`src/rtl/uc_multiciclo.sv`:
```
// Multicycle control unit: fetches RISC-V words over req/ack, decodes LD/SD/ADD/SUB/ADDI/SUBI
// and sequences the datapath. Define UC_PERF_CNT_EN to add cycle_cnt/instret_cnt outputs.
module uc_multiciclo #(
  parameter logic [63:0] RESET_PC = 64'h0,
  parameter int unsigned PC_STEP  = 4
) (
  input  logic        clk,
  input  logic        reset,
  output logic [63:0] imem_addr,
  output logic        imem_req,
  input  logic        imem_ack,
  input  logic [31:0] imem_data,
  output logic [4:0]  Ra,
  output logic [4:0]  Rb,
  output logic [4:0]  Rw,
  output logic        WE_reg,
  output logic        WE_mem,
  output logic [63:0] OFFSET,
  output logic [1:0]  OP_MEM_I,
  output logic        ADD_SUB,
  output logic        retired,
  output logic        trap
`ifdef UC_PERF_CNT_EN
  ,
  output logic [31:0] cycle_cnt,
  output logic [31:0] instret_cnt
`endif
);

  typedef enum logic [2:0] {S_FETCH, S_DECODE, S_EXEC, S_MEM, S_WB, S_TRAP} state_e;
  typedef enum logic [1:0] {K_ALU, K_LD, K_SD} kind_e;

  typedef struct packed {
    kind_e       kind;
    logic [4:0]  ra;
    logic [4:0]  rb;
    logic [4:0]  rw;
    logic [63:0] off;
    logic [1:0]  op;
    logic        sub;
  } ctrl_t;

  state_e      state_q, state_d;
  logic [63:0] pc_q, pc_d;
  logic [31:0] ir_q, ir_d;
  ctrl_t       ctrl_q, ctrl_d, dec;
  logic        dec_legal;

  logic [6:0]  opcode;
  logic [2:0]  funct3;
  logic [6:0]  funct7;
  logic [63:0] imm_i, imm_s;

  assign opcode = ir_q[6:0];
  assign funct3 = ir_q[14:12];
  assign funct7 = ir_q[31:25];
  assign imm_i  = {{52{ir_q[31]}}, ir_q[31:20]};
  assign imm_s  = {{52{ir_q[31]}}, ir_q[31:25], ir_q[11:7]};

  // Instruction classification; only consumed in DECODE.
  always_comb begin
    dec_legal = 1'b1;
    dec.kind  = K_ALU;
    dec.ra    = ir_q[19:15];
    dec.rb    = 5'd0;
    dec.rw    = ir_q[11:7];
    dec.off   = 64'd0;
    dec.op    = 2'd0;
    dec.sub   = 1'b0;
    unique case (opcode)
      7'b0110011: begin
        dec.rb  = ir_q[24:20];
        dec.sub = (funct7 == 7'b0100000);
        dec_legal = (funct3 == 3'b000) && (funct7 == 7'b0000000 || funct7 == 7'b0100000);
      end
      7'b0010011, 7'b0001011: begin
        dec.off   = imm_i;
        dec.op    = 2'd2;
        dec.sub   = (opcode == 7'b0001011);
        dec_legal = (funct3 == 3'b000);
      end
      7'b0000011: begin
        dec.kind  = K_LD;
        dec.ra    = 5'd0;
        dec.rb    = ir_q[19:15];
        dec.off   = imm_i;
        dec.op    = 2'd1;
        dec_legal = (funct3 == 3'b011);
      end
      7'b0100011: begin
        dec.kind  = K_SD;
        dec.ra    = ir_q[24:20];
        dec.rb    = ir_q[19:15];
        dec.rw    = 5'd0;
        dec.off   = imm_s;
        dec.op    = 2'd1;
        dec_legal = (funct3 == 3'b011);
      end
      default: dec_legal = 1'b0;
    endcase
  end

  // NOTE: sequential state uses non-blocking assignments; reset is synchronous and has priority.
  always_ff @(posedge clk) begin
    if (reset) state_q <= S_FETCH;
    else       state_q <= state_d;
  end

  always_comb begin
    state_d = state_q;
    unique case (state_q)
      S_FETCH:  if (imem_ack) state_d = S_DECODE;
      S_DECODE: state_d = dec_legal ? S_EXEC : S_TRAP;
      S_EXEC:   state_d = (ctrl_q.kind == K_ALU) ? S_WB : S_MEM;
      S_MEM:    state_d = (ctrl_q.kind == K_SD) ? S_FETCH : S_WB;
      S_WB:     state_d = S_FETCH;
      S_TRAP:   state_d = S_TRAP;
      default:  state_d = S_FETCH;
    endcase
  end

  // NOTE: strobes are gated by reset so nothing fires while reset is asserted.
  always_comb begin
    imem_req = 1'b0;
    WE_reg   = 1'b0;
    WE_mem   = 1'b0;
    retired  = 1'b0;
    trap     = 1'b0;
    if (!reset) begin
      unique case (state_q)
        S_FETCH: imem_req = 1'b1;
        S_MEM: begin
          WE_mem  = (ctrl_q.kind == K_SD);
          retired = (ctrl_q.kind == K_SD);
        end
        S_WB: begin
          WE_reg  = (ctrl_q.rw != 5'd0);
          retired = 1'b1;
        end
        S_TRAP:  trap = 1'b1;
        default: ;
      endcase
    end
  end

  always_comb begin
    ir_d   = ir_q;
    ctrl_d = ctrl_q;
    pc_d   = pc_q;
    if (state_q == S_FETCH && imem_ack) ir_d = imem_data;
    if (state_q == S_DECODE && dec_legal) ctrl_d = dec;
    if (retired) pc_d = pc_q + 64'(PC_STEP);
  end

  always_ff @(posedge clk) begin
    if (reset) begin
      pc_q   <= RESET_PC;
      ir_q   <= '0;
      ctrl_q <= '{kind: K_ALU, default: '0};
    end else begin
      pc_q   <= pc_d;
      ir_q   <= ir_d;
      ctrl_q <= ctrl_d;
    end
  end

  assign imem_addr = pc_q;
  assign Ra        = ctrl_q.ra;
  assign Rb        = ctrl_q.rb;
  assign Rw        = ctrl_q.rw;
  assign OFFSET    = ctrl_q.off;
  assign OP_MEM_I  = ctrl_q.op;
  assign ADD_SUB   = ctrl_q.sub;

`ifdef UC_PERF_CNT_EN
  logic [31:0] cycle_cnt_q, instret_cnt_q;

  always_ff @(posedge clk) begin
    if (reset) begin
      cycle_cnt_q   <= '0;
      instret_cnt_q <= '0;
    end else begin
      cycle_cnt_q   <= cycle_cnt_q + 32'd1;
      instret_cnt_q <= instret_cnt_q + {31'd0, retired};
    end
  end

  assign cycle_cnt   = cycle_cnt_q;
  assign instret_cnt = instret_cnt_q;
`endif

endmodule

```
`config.mk`:
```
export PLATFORM = sky130hd
export DESIGN_NAME = uc_multiciclo
export DESIGN_NICKNAME = d
export VERILOG_FILES = /design/src/rtl/uc_multiciclo.sv
export SDC_FILE = /design/constraint.sdc
export NUM_CORES = 1
export LEC_CHECK = 0
export ABC_CLOCK_PERIOD_IN_PS = 5600
export BUFFER_PORTS_ARGS = -buffer_cell sky130_fd_sc_hd__buf_2
export CAP_MARGIN = 10
export CORE_AREA = 8 8 91 154
export DETAILED_ROUTE_END_ITERATION = 6
export DIE_AREA = 0 0 99 162
export HOLD_SLACK_MARGIN = 0.05
export PLACE_DENSITY = 0.85
export SLEW_MARGIN = 20
export SYNTH_ARGS = -nofsm -noshare
export SYNTH_HDL_FRONTEND = slang
export SYNTH_SLANG_ARGS = --single-unit
```
`constraint.sdc`:
```
create_clock -name clk -period 5.6 [get_ports clk]
set_input_delay 0.28 -clock clk [delete_from_list [all_inputs] [get_ports clk]]
set_output_delay 0.28 -clock clk [all_outputs]
set_load 0.02 [all_outputs]
```
==> metrics.md, run 1 <==
| Metric | Value |
|---|---|
| Share of layout cells above drive strength 1 | `25.8%` |
| Run status | `finished, final reports clean` |
| Core ar. | `0.0119 mm^2` |
| Die Ht | `162 um` |
| Largest driver fanout on the critical path | `27` |
| Worst IR Drop VDD | `0.228 mV` |
| DRC Markers | `0` |
| Slew margin rel. | `32.6%` |
| Element type at the critical path end | `register` |
| Final min period | `2810 ps` |
| Worst EP required | `5910 ps` |
| Routed wire length per instance | `16.8 um` |
| Length of routed met3 wiring | `1530 um` |
| Cell with the largest stage delay on the worst path | `a311oi_4` |
| Crit path kind | `register to register` |
| Area share of the largest cell type after synthesis | `39.0%` |
| Hold buffer count at cts | `0` |
| # IOs | `186` |
| Worst clock skew | `11.1 ps` |
| H-tree level count | `4` |
| Antenna violations before repair | `0` |
| Number of hold violations in the final report | `0` |
| Synthesized cell area | `0.00662 mm^2` |
| Most used standard cell by instance count after synthesis | `nand2_1` |
| EDFF count, synth | `0` |
| Syn avg cell area | `7.81 um^2` |
| Die X-Extent | `99 um` |
| Length of routed met2 wiring | `9580 um` |
| Worst min path class | `input port to register` |
| Setup Buffers After CTS | `0` |
| CP cell instances | `nor4_1 > nand3_1 > a311oi_4 > buf_4 > nor2_1 > a311oi_1` |
| Ys flop type | `dfxtp_1` |
| Max-cap viol count | `0` |
| Pins Over Slew Limit | `0` |
| Yosys top cell by area | `dfxtp_1` |
| Sequential area share after synthesis | `39.0%` |
| Total Wirelength | `18000 um` |
| Number of clock buffers inserted by TritonCTS | `17` |
| Synth async-reset ratio | `0%` |
| Detailed-router iteration count before antenna repair | `5` |
| Wire length of the first global-routing pass | `28800 um` |
| Number of violations reported at the end of detailed-routing iteration 0 | `311` |
| Worst Path Arrival | `3130 ps` |
| Vias in the first global route | `5988` |
| Vias per std cell | `5.80` |
| Power density relative to cell area | `282 mW/mm^2` |
| Clock insertion delay at the later pin of the skew report | `410 ps` |
| Overflow left after global routing | `0` |
| Biggest area contributors in the synthesized netlist | `dfxtp_1 39%, buf_4 9.5%, nand2_1 7.8%` |
| Highest metal layer with signal wires | `met4` |
| Highest cell delay on the worst timing path | `740 ps` |
| Clock Tree Buf Depth | `2` |
| Total routing resource utilization after global routing | `22.0%` |
| Via count | `6217` |
| Master cell of the clock root buffer | `clkbuf_16` |
| Final Setup Violations | `0` |
| TritonCTS clock tree | `built` |
| Site row count | `53` |
| Final-layout setup total negative slack | `0 ps` |
| Synthesized instance count | `847` |
| Portion of the clock cycle consumed by the worst path in the final layout | `50.2%` |
| Final GP Congestion | `0.890` |
| NumNets Final | `958` |
| Number of cells upsized or downsized after cts | `0` |
| Clock-pin slew on the worst setup and hold paths | `70 ps` |
| Total of buffers placed on input and output ports | `183` |
| Tightest Pin Transition | `1010 ps` |
| Static leakage | `3.08 nW` |
| Final design utilization | `63.1%` |
| Die outline area | `0.0160 mm^2` |
| DRT met1 WL | `6220 um` |
| Most used standard cells in the synthesized netlist | `137 x nand2_1, 129 x dfxtp_1, 84 x buf_4` |
| Post-DRT Antenna Nets | `0` |
| Highest Clock Rate | `355 MHz` |
| Area Growth Syn to Fin | `13.2%` |
| Clk sink count | `129` |
| Total cell area at the placement stage | `0.00693 mm^2` |
| FF+latch count, synth | `129` |
| Sum of net half-perimeters after detailed placement | `13200 um` |
| Final worst hold slack | `105 ps` |
| Initial cell density of the core | `55.8%` |
| Critical Path Source Type | `register` |
| Synthesis Warnings | `0` |
| Number of diodes added for antenna fixing | `0` |
| Unrepaired setup endpoints after global routing | `false` |
| Number of unique standard cell types used by synthesis | `51` |
| Finished Cell Area | `0.00749 mm^2` |
| Pin count of the biggest net entering global routing | `95` |
-- cell families after synthesis --
kind of cell | synth area share, %
AOI/OAI and AO/OA | 13.2
xor gates and xnor gates | 2.51
adders and majority gates | 0.189
buffers and inverters | 12.9
DFF | 39.0
muxes | 1.87
other | 0.0567
and+or+nand+nor | 30.2
-- report_power, final --
part | internal, mW | switching, mW
clock network | 0.587 | 0.456
registers | 0.936 | 0.0252
logic | 0.0380 | 0.0732
total | 1.56 | 0.555
-- layout by cell type, fill, tap and decap left out, types with 12 or more instances in the layout --
cell       Yosys  routed
dfxtp_1      129     128
nand4_1       19      19
nand3_1       43      43
nor3_1        21      21
a21oi_1       79      79
clkbuf_16      0      17
or3_1         12      12
nand2_1      137     136
nand2b_1      14      14
nor2_1        60      60
buf_2          3     182
nor4_1        15      15
or4_1         27      27
o21ai_0       31      31
nor2b_1       24      24
o31ai_1       14      14
-- metrics by stage --
step	instances	setup slack [ps]	power [mW]
floorplan	848	3350	1.05
global placement	1040	2780	1.09
detailed placement	1040	2680	1.09
CTS	1072	2850	2.13
global route	1072	2560	2.19
finish	1072	2790	2.12
-- final timing paths --
check                             startpoint   endpoint  slack (ps)  cells after the start
worst max register to register    state_q[2]      Ra[3]        2790                      6
worst max-delay path              state_q[2]      Ra[3]        2790                      6
worst min register to register     OFFSET[0]  OFFSET[0]         450                      2
worst min-delay path            imem_data[2]    ir_q[2]         110                      3
-- area by class of cell --
class,instances,area [um^2]
fill,1031,4380
tap,137,171
inverter,10,37.5
multi-input combinational,578,3200
sequential,129,2580
clock inverter,15,136
timing repair buffer,186,941
clock buffer,17,425
-- flip-flops by register name, indices dropped and copies added, names as in the netlist, 2 cells and up --
| register | count |
|---|---|
| OP_MEM_I | 2 |
| ctrl_q | 2 |
| Ra | 5 |
| Rw | 5 |
| imem_addr | 62 |
| state_q | 3 |
| ir_q | 32 |
| OFFSET | 12 |
| Rb | 5 |
-- routing by layer --
metal  up-vias  GRT usage (%)
li1       3032              -
met1      2873           20.3
met2       258           40.5
met3        54           7.59
met4         0           12.6
met5         -              0
-- worst max-delay path: cells and delay by family (launching register included) --
family / cells / cell delay [ps]
DFF: 1 / 390
AOI/OAI and AO/OA: 2 / 990
buffers and inverters: 1 / 400
and+or+nand+nor: 3 / 930
No activity file was read; power rests on OpenSTA's default activity.
==> run 2: changes to the inputs <==
- ABC_AREA: not set -> 1
- ABC_CLOCK_PERIOD_IN_PS: 5600 -> 2600
- CORE_AREA: 8 8 91 154 -> 8 8 98 166
- DIE_AREA: 0 0 99 162 -> 0 0 106 174
- PLACE_DENSITY: 0.85 -> 0.79
- clock period: 5.6 -> 2.6 ns (I/O delays scaled with it)
==> metrics.md, run 2 <==
| Metric | Value |
|---|---|
| Clock Tree Buf Depth | `2 (unchanged)` |
| NumNets Final | `1290 (+35%)` |
| Total of buffers placed on input and output ports | `183 (unchanged)` |
| Critical Path Source Type | `register` |
| Worst hold stages | `3 (unchanged)` |
| Number of clock buffers inserted by TritonCTS | `17 (unchanged)` |
| Detailed-router iteration count before antenna repair | `5 (unchanged)` |
| Clk sink count | `129 (unchanged)` |
| Hold buffer count at cts | `24 (+24)` |
| Sequential area share after synthesis | `35.2% (-3.8 points)` |
| Final min period | `2130 ps (-683 ps)` |
| Die X-Extent | `106 um (+7.1%)` |
| Most frequent standard cell in the layout excluding fill and tap cells | `nand2_1` |
| Finished Cell Area | `0.00868 mm^2 (+16%)` |
| Number of diodes added for antenna fixing | `0 (unchanged)` |
| Pins Over Slew Limit | `0 (unchanged)` |
| Total routing resource utilization after global routing | `25.5% (+3.5 points)` |
| Post-DRT Antenna Nets | `0 (unchanged)` |
| Run status | `finished, final reports clean` |
| Worst clock skew | `12.5 ps (+1.42 ps)` |
| Worst IR Drop VDD | `0.493 mV (+120%)` |
| Total Wirelength | `24000 um (+33%)` |
| # IOs | `186 (unchanged)` |
| FF+latch count, synth | `129 (unchanged)` |
| Minimum setup slack in the final design | `469 ps (-2320 ps)` |
| Worst reg2reg startpoint | `state_q[0]` |
| Number of flip-flops in the largest register | `62 (unchanged)` |
| Die Ht | `174 um (+7.4%)` |
| Worst Path Arrival | `2440 ps (-690 ps)` |
| Synthesis Warnings | `0 (unchanged)` |
| Unrepaired setup endpoints after global routing | `false` |
| Ys flop type | `dfxtp_1` |
| Wire length of the first global-routing pass | `37200 um (+29%)` |
| Sum of net half-perimeters after detailed placement | `18400 um (+40%)` |
| Endpoint with the worst hold slack | `ir_q[4]` |
| Vias in the first global route | `7472 (+25%)` |
| Area Growth Syn to Fin | `18.4%` |
| H-tree level count | `4 (unchanged)` |
| Core ar. | `0.0142 mm^2 (+19%)` |
| Final-layout setup total negative slack | `0 ps (unchanged)` |
| Overflow left after global routing | `0 (unchanged)` |
| Element type at the critical path end | `register` |
| Number of cells upsized or downsized after cts | `0 (unchanged)` |
| Master cell of the clock root buffer | `clkbuf_16` |
| Worst reg2reg path endpoint | `imem_addr[57]` |
| Biggest area contributors in the synthesized netlist | `dfxtp_1 35%, nand2_1 12%, nor2_1 10%` |
| Slew margin rel. | `62.1% (+30 points)` |
| Most used standard cells in the synthesized netlist | `234 x nand2_1, 200 x nor2_1, 129 x dfxtp_1` |
| Worst EP required | `2900 ps (-3010 ps)` |
| Syn avg cell area | `6.50 um^2 (-17%)` |
| Routed wire length per instance | `16.6 um (-1.2%)` |
| Final worst hold slack | `40.8 ps (-64.6 ps)` |
| Worst min path class | `input port to register` |
| Pin count of the biggest net entering global routing | `54 (-43%)` |
| Vias per std cell | `5.26 (-9.3%)` |
| EDFF count, synth | `0 (unchanged)` |
| Die outline area | `0.0184 mm^2 (+15%)` |
| Yosys top cell by area | `dfxtp_1` |
| Power density relative to cell area | `592 mW/mm^2 (+110%)` |
| Clock-pin slew on the worst setup and hold paths | `60 ps (about the same)` |
| Area share of the largest cell type after synthesis | `35.2% (-3.8 points)` |
| Hold Path Origin | `imem_data[4]` |
| Commonest cells after routing, fill and taps aside | `234 x nand2_1, 200 x nor2_1, 183 x buf_2` |
| Portion of the clock cycle consumed by the worst path in the final layout | `81.9% (+32 points)` |
| Static leakage | `3.92 nW (+27%)` |
| TritonCTS clock tree | `built` |
| Worst-case reg-to-reg path depth | `8 (+2)` |
| Antenna violations before repair | `0 (unchanged)` |
| Number of violations reported at the end of detailed-routing iteration 0 | `379 (+22%)` |
| Initial cell density of the core | `51.8% (-4.0 points)` |
| Via count | `7610 (+22%)` |
| Reg2Reg Setup Slack | `470 ps (-2320 ps)` |
| Share of layout cells above drive strength 1 | `20.7% (-5.1 points)` |
| DRC Markers | `0 (unchanged)` |
| Post-Place Setup Slack | `462 ps (-2220 ps)` |
| Synth async-reset ratio | `0% (unchanged)` |
| Largest driver fanout on the critical path | `15 (-44%)` |
| Setup Buffers After CTS | `0 (unchanged)` |
| Final GP Congestion | `0.971 (+9.1%)` |
| Max-cap viol count | `0 (unchanged)` |
| Tightest Pin Transition | `568 ps (-442 ps)` |
| Highest Clock Rate | `469 MHz (+32%)` |
| Synthesized instance count | `1128 (+33%)` |
| Crit path kind | `register to register` |
| Final Setup Violations | `0 (unchanged)` |
| Synthesized cell area | `0.00733 mm^2 (+11%)` |
| Site row count | `58 (+9.4%)` |
| Number of unique standard cell types used by synthesis | `44 (-14%)` |
| Clock insertion delay at the later pin of the skew report | `420 ps (about the same)` |
| Number of hold violations in the final report | `0 (unchanged)` |
| Total cell area at the placement stage | `0.00782 mm^2 (+13%)` |
| Most used standard cell by instance count after synthesis | `nand2_1` |
==> run 2: changes by cell type after synthesis, sizes merged, moves of 15 or more <==
cell    previous run  this run
nor2b             24         0
clkbuf            39        18
nand4             19        41
nor2              60       212
inv               10       127
nand3             43        73
nand2            137       241
o21ai             32        62
a21oi             79        64
or4               27         0
==> run 2: worst max-delay path by stage <==
stage                 startpoint            end  slack, ps  cells past startpoint
floorplan           imem_addr[2]  imem_addr[46]        850                      8
global placement      state_q[0]  imem_addr[57]        480                      8
detailed placement    state_q[0]  imem_addr[57]        460                      8
CTS                   state_q[0]  imem_addr[57]        440                      8
global route          state_q[0]  imem_addr[57]        250                      9
finish                state_q[0]  imem_addr[57]        470                      8
==> run 2: where the power goes <==
group / switching (mW) / internal [mW] / leakage (nW)
sequential: 0.0656 / 2.06 / 1.05
combinational: 0.350 / 0.173 / 2.58
clock: 1.03 / 1.46 / 0.300
==> run 2: through the flow <==
step                instances  power [mW]  utilization, %
detailed placement       1391        2.66            55.3
finish                   1447        5.14            61.3
floorplan                1129        2.50               -
global placement         1391        2.65            55.3
global route             1447        5.31            61.3
CTS                      1447        5.15            61.3
==> run 2: final cells by class <==
| class | count | area [um^2] |
|---|---|---|
| repair buffers | 221 | 1270 |
| clock inverters | 15 | 190 |
| inverters | 128 | 482 |
| fillers | 1341 | 5470 |
| well taps | 180 | 225 |
| flip-flops and latches | 129 | 2580 |
| clock buffers | 17 | 425 |
| multi-input cells | 757 | 3500 |
==> run 2: metal layers <==
layer | part of all wire, % | vias up | global-route usage [%]
li1 | - | 3775 | -
met1 | 34 | 3378 | 22.8
met2 | 52 | 351 | 47.0
met3 | 6.8 | 106 | 6.15
met4 | 7.8 | 0 | 20.4
met5 | 0 | - | 0
==> run 2: cell families (layout without fill, tap and decap cells) <==
kind of cell / count (synthesis) / count (layout) / synth area share [%]
AOI/OAI and AO/OA: 139 / 139 / 10.0
xor gates and xnor gates: 7 / 7 / 0.836
adders and majority gates: 1 / 1 / 0.171
buffers and inverters: 243 / 381 / 17.2
DFF: 129 / 129 / 35.2
other: 1 / 2 / 0.0512
and+or+nand+nor: 608 / 608 / 36.5
==> run 2: critical path, cell delays in order (launching register included) <==
cell,delay [ps]
dfxtp_1,350
nor2_1,250
nand2_2,150
nand2_2,280
nand2_1,280
nor2_2,250
nand4_1,210
nor3_1,180
nor2_1,80
==> run 3: changes to the inputs <==
- ABC_CLOCK_PERIOD_IN_PS: 2600 -> 1900
- CORE_AREA: 8 8 98 166 -> 8 8 102 173
- DIE_AREA: 0 0 106 174 -> 0 0 110 181
- PLACE_DENSITY: 0.79 -> 0.76
- clock period: 2.6 -> 1.9 ns (I/O delays scaled with it)
==> metrics.md, run 3 (synthesized netlist as in run 2, its figures left out) <==
| Metric | Value |
|---|---|
| Total Wirelength | `25600 um (+6.8%)` |
| Post-DRT Antenna Nets | `0 (unchanged)` |
| Power density relative to cell area | `770 mW/mm^2 (+30%)` |
| Switching share of power | `26.8% (-1.2 points)` |
| Register area | `0.00260 mm^2 (+0.58%)` |
| Final worst hold slack | `77.2 ps (+36.4 ps)` |
| Worst Path Arrival | `2220 ps (-220 ps)` |
| Minimum setup slack in the final design | `49.5 ps (-420 ps)` |
| Relative contribution of the clock network to total power | `48.1% (-0.3 points)` |
| Number of clock buffers inserted by TritonCTS | `17 (unchanged)` |
| Pint | `5.23 mW (+41%)` |
| Wire length of the first global-routing pass | `39000 um (+5.0%)` |
| Pin count of the biggest net entering global routing | `65 (+20%)` |
| Number of inserted filler cells in the final layout | `1438 (+7.2%)` |
| Final min period | `1850 ps (-280 ps)` |
| Cell count after placement | `1438 (+3.4%)` |
| Highest Clock Rate | `540 MHz (+15%)` |
| Clock Tree Buf Depth | `2 (unchanged)` |
| Antenna violations before repair | `0 (unchanged)` |
| Routed wire length per instance | `17.0 um (+2.7%)` |
| Crit path kind | `register to register` |
| H-tree level count | `4 (unchanged)` |
| Area of combinational cells with multiple inputs | `0.00361 mm^2 (+3.3%)` |
| Slew margin rel. | `63.7% (+1.6 points)` |
| Total routing resource utilization after global routing | `25.1% (-0.37 points)` |
| Total of buffers placed on input and output ports | `183 (unchanged)` |
| Final Setup Violations | `0 (unchanged)` |
| Number of hold violations in the final report | `0 (unchanged)` |
| Die Ht | `181 um (+4.0%)` |
| TritonCTS clock tree | `built` |
| Overflow left after global routing | `0 (unchanged)` |
| Static leakage | `4.20 nW (+7.1%)` |
| Number of diodes added for antenna fixing | `0 (unchanged)` |
| Critical Path Source Type | `register` |
| Number of violations reported at the end of detailed-routing iteration 0 | `555 (+46%)` |
| Unrepaired setup endpoints after global routing | `true` |
| Number of flip-flops in the largest register | `62 (unchanged)` |
| Clock insertion delay at the later pin of the skew report | `420 ps (about the same)` |
| Vias per std cell | `5.36 (+1.8%)` |
| Pins Over Slew Limit | `0 (unchanged)` |
| Site row count | `60 (+3.4%)` |
| Clk sink count | `129 (unchanged)` |
| Post-Place Setup Slack | `29.1 ps (-433 ps)` |
| Area Growth Syn to Fin | `26.5%` |
| Die X-Extent | `110 um (+3.8%)` |
| Worst min path class | `input port to register` |
| Share of layout cells above drive strength 1 | `25.6% (+5.0 points)` |
| Final GP Congestion | `0.986 (+1.5%)` |
| # IOs | `186 (unchanged)` |
| Worst IR Drop VDD | `0.608 mV (+23%)` |
| Vias in the first global route | `7768 (+4.0%)` |
| Worst clock skew | `13.4 ps (+0.899 ps)` |
| Clock-pin slew on the worst setup and hold paths | `60 ps (about the same)` |
| Largest driver fanout on the critical path | `4 (-11)` |
| Sw power | `1.91 mW (+33%)` |
| Worst EP required | `2260 ps (-640 ps)` |
| Portion of the clock cycle consumed by the worst path in the final layout | `97.4% (+15 points)` |
| Register share of total power | `40.8% (-0.6 points)` |
| Run status | `finished, final reports clean` |
| Power share of the combinational group | `11.1% (+0.9 points)` |
| Core ar. | `0.0152 mm^2 (+7.7%)` |
| DRC Markers | `0 (unchanged)` |
| Via count | `8054 (+5.8%)` |
| Sum of net half-perimeters after detailed placement | `19400 um (+5.3%)` |
| NumNets Final | `1341 (+4.0%)` |
| Max-cap viol count | `0 (unchanged)` |
| Initial cell density of the core | `48.1% (-3.7 points)` |
| Commonest cells after routing, fill and taps aside | `230 x nand2_1, 185 x nor2_1, 183 x buf_2` |
| Tot Pwr | `7.14 mW (+39%)` |
| Detailed-router iteration count before antenna repair | `6 (+1)` |
| Master cell of the clock root buffer | `clkbuf_16` |
| Tightest Pin Transition | `540 ps (-28.2 ps)` |
| Die outline area | `0.0199 mm^2 (+7.9%)` |
| Most frequent standard cell in the layout excluding fill and tap cells | `nand2_1` |
| Number of cells in the finished layout apart from fillers | `1504 (+3.9%)` |
| Element type at the critical path end | `register` |
run 3: cell types whose count changed in the layout (fill, tap and decap cells not counted), sizes merged:
| cell | previous run | this run |
|---|---|---|
| inv | 136 | 129 |
| clkbuf | 17 | 18 |
| clkinv | 4 | 7 |
| buf | 197 | 242 |
| clkinvlp | 1 | 3 |
| dlygate4sd3 | 24 | 30 |
| bufinv | 2 | 3 |
run 3: timing repair:
action	CTS	global route
hold buffers	30	0
setup buffers	0	4
hold endpoints to repair	32	0
resized for setup	0	45
setup endpoints to repair	0	45
run 3: cell type report:
cell class	instances	area share, %
multi-input cells	757	39.0
flip-flops and latches	129	28.0
repair buffers	272	18.6
inverters	128	5.19
clock buffers	18	4.74
well taps	186	2.51
clock inverters	14	1.96
run 3: final timing paths:
check,end,start,cells past startpoint,slack [ps]
min,ir_q[20],imem_data[20],3,80
max reg2reg,imem_addr[57],imem_addr[54],8,50
max,imem_addr[57],imem_addr[54],8,50
min reg2reg,ir_q[1],ir_q[1],2,460
run 3: metal layers:
layer	wire length (um)	track usage (%)
met2	13400	45.1
met4	1970	19.7
met5	0	0
met3	1850	4.45
met1	8370	24.0
run 3: critical path, stage by stage (launching register included):
cell	delay, ps
dfxtp_1	390
nand2_1	70
nor2_1	360
nand4_1	140
nor2_1	260
nand4_1	290
nand2_1	140
nand2_1	50
nor2_1	80
run 3: per-stage QoR:
stage | instance area (um^2) | util [%] | TNS, ps
finish | 9270 | 60.8 | 0
global route | 9270 | 60.8 | -76.1
CTS | 9110 | 59.8 | 0
detailed placement | 8190 | 53.7 | 0
global placement | 8190 | 53.7 | 0
floorplan | 7330 | - | 0
run 3: power by group through the flow:
stage	clock network, mW	registers (mW)	logic [mW]
floorplan	0	2.95	0.470
global placement	0	2.96	0.706
detailed placement	0	2.97	0.713
CTS	3.47	2.91	0.771
global route	3.59	2.93	0.862
finish	3.44	2.91	0.789
